File: src/rtl/pipe_pkg.sv
// Shared pipeline constants: datapath widths, control bundle bit positions
// and instruction field slices used by the ID/EX stage.
package pipe_pkg;

   localparam int XLEN      = 32;
   localparam int REG_IDX_W = 5;

   // Control bundle: {MemRead, MemtoReg, MemWrite, RegWrite, ALUSrc, ALUOp[2:0], spare}
   localparam int CTRL_W         = 9;
   localparam int CTRL_MEMREAD   = 8;
   localparam int CTRL_MEMTOREG  = 7;
   localparam int CTRL_MEMWRITE  = 6;
   localparam int CTRL_REGWRITE  = 5;
   localparam int CTRL_ALUSRC    = 4;
   localparam int CTRL_ALUOP_MSB = 3;
   localparam int CTRL_ALUOP_LSB = 1;
   localparam int CTRL_SPARE     = 0;

   localparam int FUNC3_LSB = 12;
   localparam int FUNC3_W   = 3;
   localparam int FUNC7_LSB = 25;
   localparam int FUNC7_W   = 7;

endpackage

File: src/rtl/fwd_select.sv
// Priority forwarding mux: returns the lowest-numbered writeback source whose
// destination matches idx, else the default data. Register x0 never matches.
module fwd_select
   import pipe_pkg::*;
#(
   parameter int DATA_W  = pipe_pkg::XLEN,
   parameter int NUM_FWD = 2
) (
   input  logic [REG_IDX_W-1:0]         idx,
   input  logic [DATA_W-1:0]            dflt_data,
   input  logic [NUM_FWD-1:0]           fwd_valid,
   input  logic [NUM_FWD*REG_IDX_W-1:0] fwd_rd,
   input  logic [NUM_FWD*DATA_W-1:0]    fwd_data,
   output logic [DATA_W-1:0]            sel_data,
   output logic                         hit
);

   // NOTE: every output gets a default before the loop so no latch is inferred.
   always_comb begin
      sel_data = dflt_data;
      hit      = 1'b0;
      // Walk from lowest priority to highest so the youngest match is written last.
      if (idx != '0) begin
         for (int k = NUM_FWD - 1; k >= 0; k--) begin
            if (fwd_valid[k] && (fwd_rd[k*REG_IDX_W +: REG_IDX_W] == idx)) begin
               sel_data = fwd_data[k*DATA_W +: DATA_W];
               hit      = 1'b1;
            end
         end
      end
   end

endmodule

File: src/rtl/id_ex_pipe_reg.sv
// ID/EX pipeline register with stall hold, flush-to-bubble and operand forwarding
// that keeps refreshing held operands during stalls. Define ID_EX_STATS_EN for counters.
module id_ex_pipe_reg
   import pipe_pkg::*;
#(
   parameter int XLEN    = pipe_pkg::XLEN,
   parameter int NUM_SRC = 2,
   parameter int NUM_FWD = 2,
   parameter int CTRL_W  = pipe_pkg::CTRL_W
) (
   input  logic                         clk,
   input  logic                         rst,
   input  logic                         stall_i,
   input  logic                         flush_i,
   input  logic                         in_valid_i,
   input  logic [CTRL_W-1:0]            ctrl_i,
   input  logic [31:0]                  instr_i,
   input  logic [NUM_SRC*REG_IDX_W-1:0] rs_idx_i,
   input  logic [NUM_SRC*XLEN-1:0]      rs_data_i,
   input  logic [XLEN-1:0]              imm_i,
   input  logic [REG_IDX_W-1:0]         rd_i,
   input  logic [NUM_FWD-1:0]           fwd_valid_i,
   input  logic [NUM_FWD*REG_IDX_W-1:0] fwd_rd_i,
   input  logic [NUM_FWD*XLEN-1:0]      fwd_data_i,
   output logic                         out_valid_o,
   output logic [CTRL_W-1:0]            ctrl_o,
   output logic [NUM_SRC*XLEN-1:0]      rs_data_o,
   output logic [XLEN-1:0]              imm_o,
   output logic [FUNC3_W-1:0]           func3_o,
   output logic [FUNC7_W-1:0]           func7_o,
   output logic [REG_IDX_W-1:0]         rd_o,
`ifdef ID_EX_STATS_EN
   output logic [31:0]                  stall_cnt_o,
   output logic [31:0]                  bubble_cnt_o,
`endif
   output logic [NUM_SRC-1:0]           fwd_hit_o
);

   logic [REG_IDX_W-1:0] rs_idx_q  [NUM_SRC];
   logic [XLEN-1:0]      rs_data_q [NUM_SRC];
   logic [XLEN-1:0]      ld_data   [NUM_SRC];
   logic [XLEN-1:0]      rf_data   [NUM_SRC];
   logic [NUM_SRC-1:0]   ld_hit;
   logic [NUM_SRC-1:0]   rf_hit;
   logic                 take_bubble;
   logic                 unused_instr;

   assign take_bubble  = flush_i || (!stall_i && !in_valid_i);
   assign unused_instr = ^{instr_i[FUNC7_LSB-1:FUNC3_LSB+FUNC3_W], instr_i[FUNC3_LSB-1:0]};

   // Load path selects from the incoming slot; refresh path from the held operand.
   for (genvar j = 0; j < NUM_SRC; j++) begin : g_src
      fwd_select #(.DATA_W(XLEN), .NUM_FWD(NUM_FWD)) u_ld_sel (
         .idx       (rs_idx_i[j*REG_IDX_W +: REG_IDX_W]),
         .dflt_data (rs_data_i[j*XLEN +: XLEN]),
         .fwd_valid (fwd_valid_i),
         .fwd_rd    (fwd_rd_i),
         .fwd_data  (fwd_data_i),
         .sel_data  (ld_data[j]),
         .hit       (ld_hit[j])
      );

      fwd_select #(.DATA_W(XLEN), .NUM_FWD(NUM_FWD)) u_rf_sel (
         .idx       (rs_idx_q[j]),
         .dflt_data (rs_data_q[j]),
         .fwd_valid (fwd_valid_i),
         .fwd_rd    (fwd_rd_i),
         .fwd_data  (fwd_data_i),
         .sel_data  (rf_data[j]),
         .hit       (rf_hit[j])
      );

      assign rs_data_o[j*XLEN +: XLEN] = rs_data_q[j];
   end

   // NOTE: sequential state uses non-blocking assignments so every register samples pre-edge values.
   always_ff @(negedge clk or negedge rst) begin
      if (!rst) begin
         out_valid_o <= 1'b0;
         ctrl_o      <= '0;
         imm_o       <= '0;
         func3_o     <= '0;
         func7_o     <= '0;
         rd_o        <= '0;
         fwd_hit_o   <= '0;
         for (int j = 0; j < NUM_SRC; j++) begin
            rs_idx_q[j]  <= '0;
            rs_data_q[j] <= '0;
         end
      end else if (take_bubble) begin
         out_valid_o <= 1'b0;
         ctrl_o      <= '0;
         imm_o       <= '0;
         func3_o     <= '0;
         func7_o     <= '0;
         rd_o        <= '0;
         fwd_hit_o   <= '0;
         for (int j = 0; j < NUM_SRC; j++) begin
            rs_idx_q[j]  <= '0;
            rs_data_q[j] <= '0;
         end
      end else if (stall_i) begin
         for (int j = 0; j < NUM_SRC; j++) begin
            if (out_valid_o && rf_hit[j]) begin
               rs_data_q[j] <= rf_data[j];
               fwd_hit_o[j] <= 1'b1;
            end
         end
      end else begin
         out_valid_o <= 1'b1;
         ctrl_o      <= ctrl_i;
         imm_o       <= imm_i;
         func3_o     <= instr_i[FUNC3_LSB +: FUNC3_W];
         func7_o     <= instr_i[FUNC7_LSB +: FUNC7_W];
         rd_o        <= rd_i;
         fwd_hit_o   <= ld_hit;
         for (int j = 0; j < NUM_SRC; j++) begin
            rs_idx_q[j]  <= rs_idx_i[j*REG_IDX_W +: REG_IDX_W];
            rs_data_q[j] <= ld_data[j];
         end
      end
   end

`ifdef ID_EX_STATS_EN
   logic count_stall;
   assign count_stall = stall_i && !flush_i && out_valid_o;

   // Both counters saturate at all-ones rather than wrapping.
   always_ff @(negedge clk or negedge rst) begin
      if (!rst) begin
         stall_cnt_o  <= '0;
         bubble_cnt_o <= '0;
      end else begin
         if (count_stall && (stall_cnt_o != '1))
            stall_cnt_o <= stall_cnt_o + 32'd1;
         if (take_bubble && (bubble_cnt_o != '1))
            bubble_cnt_o <= bubble_cnt_o + 32'd1;
      end
   end
`endif

endmodule

File: config.mk
export PLATFORM = sky130hd
export DESIGN_NAME = id_ex_pipe_reg
export DESIGN_NICKNAME = d
export VERILOG_FILES = /design/src/rtl/pipe_pkg.sv /design/src/rtl/fwd_select.sv /design/src/rtl/id_ex_pipe_reg.sv
export SDC_FILE = /design/constraint.sdc
export NUM_CORES = 1
export LEC_CHECK = 0
export CORE_ASPECT_RATIO = 1.1
export CORE_UTILIZATION = 38
export DETAILED_ROUTE_END_ITERATION = 6
export HOLD_SLACK_MARGIN = 0.12
export PLACE_DENSITY = 0.78
export SLEW_MARGIN = 10
export SYNTH_ARGS = -nofsm -noshare
export SYNTH_HDL_FRONTEND = slang
export SYNTH_SLANG_ARGS = --single-unit
File: constraint.sdc
create_clock -name clk -period 1.84 [get_ports clk]
set_input_delay 0.184 -clock clk [delete_from_list [all_inputs] [get_ports clk]]
set_output_delay 0.184 -clock clk [all_outputs]
set_load 0.02 [all_outputs]
==> out/qor.yml, run 1 <==
synthAdderAreaFrac: 0
critical_path.max_fanout: 7
crit_chain: "buf_8 -> xor2_1 -> nor4_2 -> and3_4 -> buf_12 -> buf_12 -> buf_16 -> mux2_4 -> mux2i_1 -> o22ai_1"
die-area_sq_um: 20900
p_sw_mw: 2.54
hold_path_end: "func3_o[2]$_DFFE_NN0N_"
cts_made_buffers: 17
grt_max_degree: 65
die_x_um: 138
skew_ns: 0.00693
cts.clk_slew.worst_paths_ns: 0.04
maxCapViolCount: 0
pwr-share-seq: 0.351
fin_ws_ns: -0.902
max_slew_margin: 0.746
postPlaceCellArea_sq_um: 12400
power_frac_comb: 0.258
clock_latency_ns: 0.39
ir_worst_vdd_mv: 0.631
synth_xor_area_frac: 0.0454
top_layer_used: "met4"
violations: "negative setup slack"
cts_max_path_buffers: 2
hold_viol_final: 0
synth_area_per_cell_sq_um: 10.6
r2r-start: "rs_idx_q[8]$_DFFE_NN0N_"
final_cell_mix: "184 x clkdlybuf4s50_1, 154 x buf_4, 151 x buf_6, 133 x dfrtn_1, 126 x mux2i_1"
worst_slew_pin_slew_ns: 0.381
syn_area_sq_um: 7710
area.sequential_sq_um: 3330
max_stage_delay_ns: 0.30
htreeDepth: 4
place_hpwl_mm: 20.0
worstPathRequired_ns: 1.14
rows: 54
crit_type: "input port to flop"
fillCellCount: 1229
power_density_nw_per_um2: 602
p_leak_nw: 7.00
synth-simple-area-share: 0.0677
num_io_pins: 356
synthCells: 729
avgViaCountPerCell: 5.83
synth.area.mux_share: 0.262
mostFrequentLayoutCell: "clkdlybuf4s50_1"
rsz0062_at_grt: "true"
io_buffers: 333
worstHoldStart: "func3_o[2]$_DFFE_NN0N_"
wl_met2_mm: 17.9
crit_top_cell: "buf_12"
hold_class: "flop to flop"
synth_top_family_by_area: "multiplexers"
grt_use_total: 0.327
wl_mm: 36.0
crit_slowest_cell: "mux2_4"
dr.pass1.iters: 5
drt_iter0_drc: 457
grt_pass1_wl_mm: 50.6
status: "finished with violations"
place_congestion: 0.839
grt.overflow.total: 0
worst_setup_path_end_kind: "flop"
vias: 8878
hold_depth: 2
cp.arrival_ns: 2.04
core-area_sq_um: 19900
ant_nets: 0
multi_input_area_sq_um: 4690
grt_pass1_vias: 9134
finalInstanceArea_sq_um: 15100
cts.sinks: 133
rr_worst_depth: 9
areaGrowthSynthToFinish_pct: 96.5
drive_gt1_frac: 0.441
drc: 0
final-setup-viol-count: 189
wl_per_cell_um: 23.6
initial_core_util: 0.388
clkPwrFrac: 0.391
cts_tree: "yes"
synth_compound_area_frac: 0.149
routedLengthMet1_mm: 12.4
yosysWarningCount: 0
die_y_um: 151
wl_met3_mm: 3.61
p_int_mw: 6.58
sw_frac_of_total: 0.278
synth_cell_types: 34
path_buf_inv: 4
r2r-end: "rs_data_o[4]$_DFFE_NN0P_"
ys_seq_elements: 133
slew_viol_final: 0
antenna_found_initial: 2
start_kind: "input port"
cts_root_buf: "clkbuf_16"
postSynthNetCount: 962
timing.reg2reg.setup_slack_ns: -0.51
fin_nets: 1490
finalPower_mw: 9.12
synth_seq_area_share: 0.432
cp_top_family: "simple AND/OR/NAND/NOR gates"
## worst max-delay path by stage
stage | cells after the start | slack (ns) | end | start
global route | 10 | -0.92 | rs_data_o[4]$_DFFE_NN0P_ | fwd_rd_i[1]
CTS | 11 | -0.76 | rs_data_o[14]$_DFFE_NN0P_ | fwd_rd_i[4]
finish | 10 | -0.90 | rs_data_o[4]$_DFFE_NN0P_ | fwd_rd_i[3]
floorplan | 9 | -0.82 | rs_data_o[10]$_DFFE_NN0P_ | fwd_rd_i[4]
global placement | 9 | -1.49 | rs_data_o[47]$_DFFE_NN0P_ | fwd_rd_i[3]
detailed placement | 9 | -1.57 | rs_data_o[47]$_DFFE_NN0P_ | fwd_rd_i[4]
## cell type report
type | count | share of cell area
clock buffer | 18 | 0.0290
sequential | 133 | 0.220
inverter | 2 | 0.000496
tap | 252 | 0.0208
multi-input combinational | 532 | 0.309
antenna | 2 | 0.000330
timing repair buffer | 571 | 0.410
clock inverter | 12 | 0.0102
## cells by family (layout without fill, tap and decap cells)
group,count (synthesis),in the layout
muxes,194,194
AOI/OAI and AO/OA,180,180
DFF,133,133
and+or+nand+nor,118,118
buffers and inverters,64,603
xor gates and xnor gates,40,40
other,0,2
## power by group through the flow
stage	logic, mW	registers, mW	clock network, mW
finish	2.35	3.20	3.57
CTS	2.21	3.20	3.59
global route	2.47	3.21	3.73
floorplan	0.588	3.36	0
detailed placement	1.93	3.22	0
global placement	1.91	3.22	0
## Yosys cell counts (all sizes together)
cell type,n,area share
or4,4,0.0039
nor3b,1,0.00097
nor3,1,0.00065
xor2,26,0.030
o221a,1,0.0015
nand4,2,0.0016
o21bai,1,0.00097
and3,4,0.0032
o221ai,21,0.026
nor4,7,0.0065
nand4b,2,0.0023
nand2,3,0.0015
buf,22,0.023
clkbuf,40,0.019
xnor2,14,0.016
nor2,89,0.043
mux2i,130,0.17
o21ai,44,0.029
a21oi,3,0.0019
mux2,64,0.093
a211oi,1,0.0016
inv,2,0.00097
dfrtn,133,0.43
nand3,2,0.0013
nand2b,3,0.0024
o22ai,108,0.088
a311oi,1,0.0011
## worst register-to-register path, cell delays in order (launching register included)
cell and delay, ns:
dfrtn_1 0.48, xor2_1 0.14, nor4_2 0.25, and3_4 0.29, buf_12 0.13, buf_12 0.10, buf_16 0.14, mux2_4 0.30
mux2i_1 0.21, o22ai_1 0.14
## per-stage QoR
stage               setup slack (ns)  hold slack, ns  TNS, ns  std cells   util
finish                        -0.902           0.491   -75.32       1522  0.763
global route                  -0.923           0.504   -81.95       1522  0.763
CTS                           -0.760           0.497   -74.08       1486  0.738
detailed placement             -1.57           0.475  -166.42       1379  0.624
global placement               -1.49           0.463  -162.02       1379  0.624
floorplan                     -0.816           0.523   -52.51        729      -
## flip-flops by register name, summed over array words and instances (netlist names)
register	flops
ctrl_o	9
func3_o	3
func7_o	7
fwd_hit_o	2
imm_o	32
out_valid_o	1
rd_o	5
rs_data_o	64
rs_idx_q	10
## per-layer routing
layer,vias to the layer above,GRT usage
met4,0,0.184
met3,150,0.105
met2,571,0.576
met1,4353,0.341
li1,3804,-
met5,-,0
## timing repair
item	in CTS	in global routing
hold buffers	0	0
setup endpoints to repair	256	211
buffers inserted	54	36
pin swaps	41	50
gates resized for setup	943	55
cloned	24	3
Note: power is estimated with default switching activity, not from simulation.
==> inputs of run 2 (changes only) <==
CORE_UTILIZATION = 42   (was 38)
PLACE_DENSITY = 0.8   (was 0.78)
RECOVER_POWER = 100   (was unset)
SYNTH_HIERARCHICAL = 1   (was unset)
==> out/qor.yml, run 2 <==
status: "finished with violations"
violations: "negative setup slack"
dr.pass1.iters: 5
grt_pass1_wl_mm: 56.0
cts.clk_slew.worst_paths_ns: 0.05
final_cell_mix: "242 x mux2_4, 184 x clkdlybuf4s50_1, 172 x buf_4, 160 x buf_6, 133 x dfrtn_1"
fin_nets: 1526
cts_made_buffers: 17
largest_reg_flops: 64
hold_depth: 1
yosys.area.top_type: "mux2_4"
critical_path.max_fanout: 5
die_y_um: 165
rsz0062_at_grt: "true"
io_buffers: 333
die_x_um: 150
use_met2: 0.522
max_slew_margin: 0.517
yosysWarningCount: 6
worstHoldStart: "imm_o[13]$_DFFE_NN0P_"
num_io_pins: 356
async_reset_ff_frac: 1.00
cts_root_buf: "clkbuf_16"
ant_nets: 0
skew_ns: 0.00762
postSynthNetCount: 962
grt_busiest_layer: "met2"
grt_use_met1: 0.366
synthTopCellsByCount: "236 x mux2_4, 133 x dfrtn_1, 66 x a22o_1"
grt.overflow.total: 0
final-setup-viol-count: 255
rr_worst_depth: 9
worst_slew_pin_slew_ns: 0.725
drc: 0
grt_max_degree: 39
syn_area_sq_um: 10200
initial_core_util: 0.429
synth_edf_count: 0
vias: 8925
mostFrequentLayoutCell: "mux2_4"
synth_flop_cell: "dfrtn_1"
dp.cells: 1449
clock_latency_ns: 0.41
synth_cell_types: 25
r2r-end: "rs_data_o[14]$_DFFE_NN0P_"
fin_util: 0.735
hold_class: "flop to flop"
synthCells: 729
startpoint: "fwd_rd_i[1]"
p_leak_nw: 8.58
slew_viol_final: 0
cts_max_path_buffers: 2
core-area_sq_um: 23700
crit_type: "input port to flop"
hold_viol_final: 0
ys_seq_elements: 133
timing.reg2reg.setup_slack_ns: -0.70
stdcell_count: 1611
synth_seq_area_share: 0.327
place_congestion: 0.885
synthTopCellsByArea: "mux2_4 35%, dfrtn_1 33%, mux2i_1 6.4%"
worstPathRequired_ns: 1.17
avgViaCountPerCell: 5.54
areaGrowthSynthToFinish_pct: 71.0
synth.most_common_cell: "mux2_4"
drt_iter0_drc: 373
grt_pass1_vias: 9456
worst_setup_path_end_kind: "flop"
synth_top_area_frac: 0.348
start_kind: "input port"
fin_ws_ns: -1.07
power_density_nw_per_um2: 537
grt_use_total: 0.307
rows: 59
drive_gt1_frac: 0.570
cts.sinks: 133
cp.arrival_ns: 2.24
wl_mm: 38.9
die-area_sq_um: 24900
hold_path_end: "imm_o[13]$_DFFE_NN0P_"
grt.met3_usage: 0.0577
htreeDepth: 4
cts_tree: "yes"
r2r-start: "rs_idx_q[6]$_DFFE_NN0P_"
ir_worst_vdd_mv: 0.585
place_hpwl_mm: 23.7
wl_per_cell_um: 24.2
maxCapViolCount: 0
antenna_found_initial: 0
synth_area_per_cell_sq_um: 14.0
## run 2: kinds of logic (layout without fill, tap and decap cells)
family	Yosys count	after routing	share of synthesized area
AOI/OAI and AO/OA	142	142	0.127
xor gates and xnor gates	40	40	0.0344
buffers and inverters	69	645	0.0607
DFF	133	133	0.327
muxes	321	321	0.434
other	0	1	0
and+or+nand+nor	24	24	0.0162
## run 2: routing by layer
layer | up-vias | share of wire
li1 | 3924 | -
met1 | 4451 | 0.39
met2 | 438 | 0.51
met3 | 112 | 0.059
met4 | 0 | 0.043
met5 | - | 0
## run 2: how the worst max path moves through the flow
stage,cells past startpoint,slack [ns],to
after floorplan,9,-1.0,rs_data_o[30]$_DFFE_NN0P_
after global routing,12,-1.14,rs_data_o[47]$_DFFE_NN0P_
after CTS,12,-1.06,rs_data_o[43]$_DFFE_NN0P_
after global placement,10,-1.83,rs_data_o[60]$_DFFE_NN0P_
final,11,-1.07,rs_data_o[14]$_DFFE_NN0P_
after detailed placement,10,-1.93,rs_data_o[57]$_DFFE_NN0P_
## run 2: report_power, final
| part | switching [mW] | internal [mW] |
|---|---|---|
| Combinational | 1.02 | 1.56 |
| Sequential | 0.0899 | 3.05 |
| Clock | 1.58 | 2.04 |
| Total | 2.70 | 6.65 |
## run 2: per-stage QoR
stage	setup WS [ns]	cell area, sq um	TNS, ns	total power [mW]	hold WS (ns)
2_1_floorplan	-0.995	10300	-78.32	4.24	0.511
3_3_place_gp	-1.83	14800	-197.39	5.34	0.453
3_5_place_dp	-1.93	14800	-204.24	5.39	0.456
4_1_cts	-1.06	17200	-94.39	9.27	0.463
5_1_grt	-1.14	17400	-111.33	9.62	0.493
6_report	-1.07	17400	-97.99	9.34	0.479
## run 2: critical path: stages
cell	delay, ns
buf_8	0.11
buf_6	0.12
xor2_4	0.15
nor4_2	0.22
and3_4	0.32
buf_6	0.16
buf_16	0.14
mux2_4	0.30
mux2_4	0.28
mux2i_2	0.17
o2bb2ai_1	0.08
## run 2: timing repair
action,4_1_cts,5_1_grt
pin swaps,41,32
gates cloned,27,0
endpoints found under the setup margin,255,214
setup buffers,75,41
hold buffers,0,0
gates resized for setup,912,40
## run 2: area by class of cell
class                      instances  area (sq um)
inverter                           6          37.5
tap                              305           382
timing repair buffer             608          6610
antenna                            1          2.50
sequential                       133          3330
clock buffer                      17           425
clock inverter                    14           169
fill                            1493          6290
multi-input combinational        527          6460
==> inputs of run 3 (changes only) <==
ABC_CLOCK_PERIOD_IN_PS = 1840   (was unset)
==> results of run 3 <==
Same layout as run 2: the final DEF is identical, and so are final timing and power.
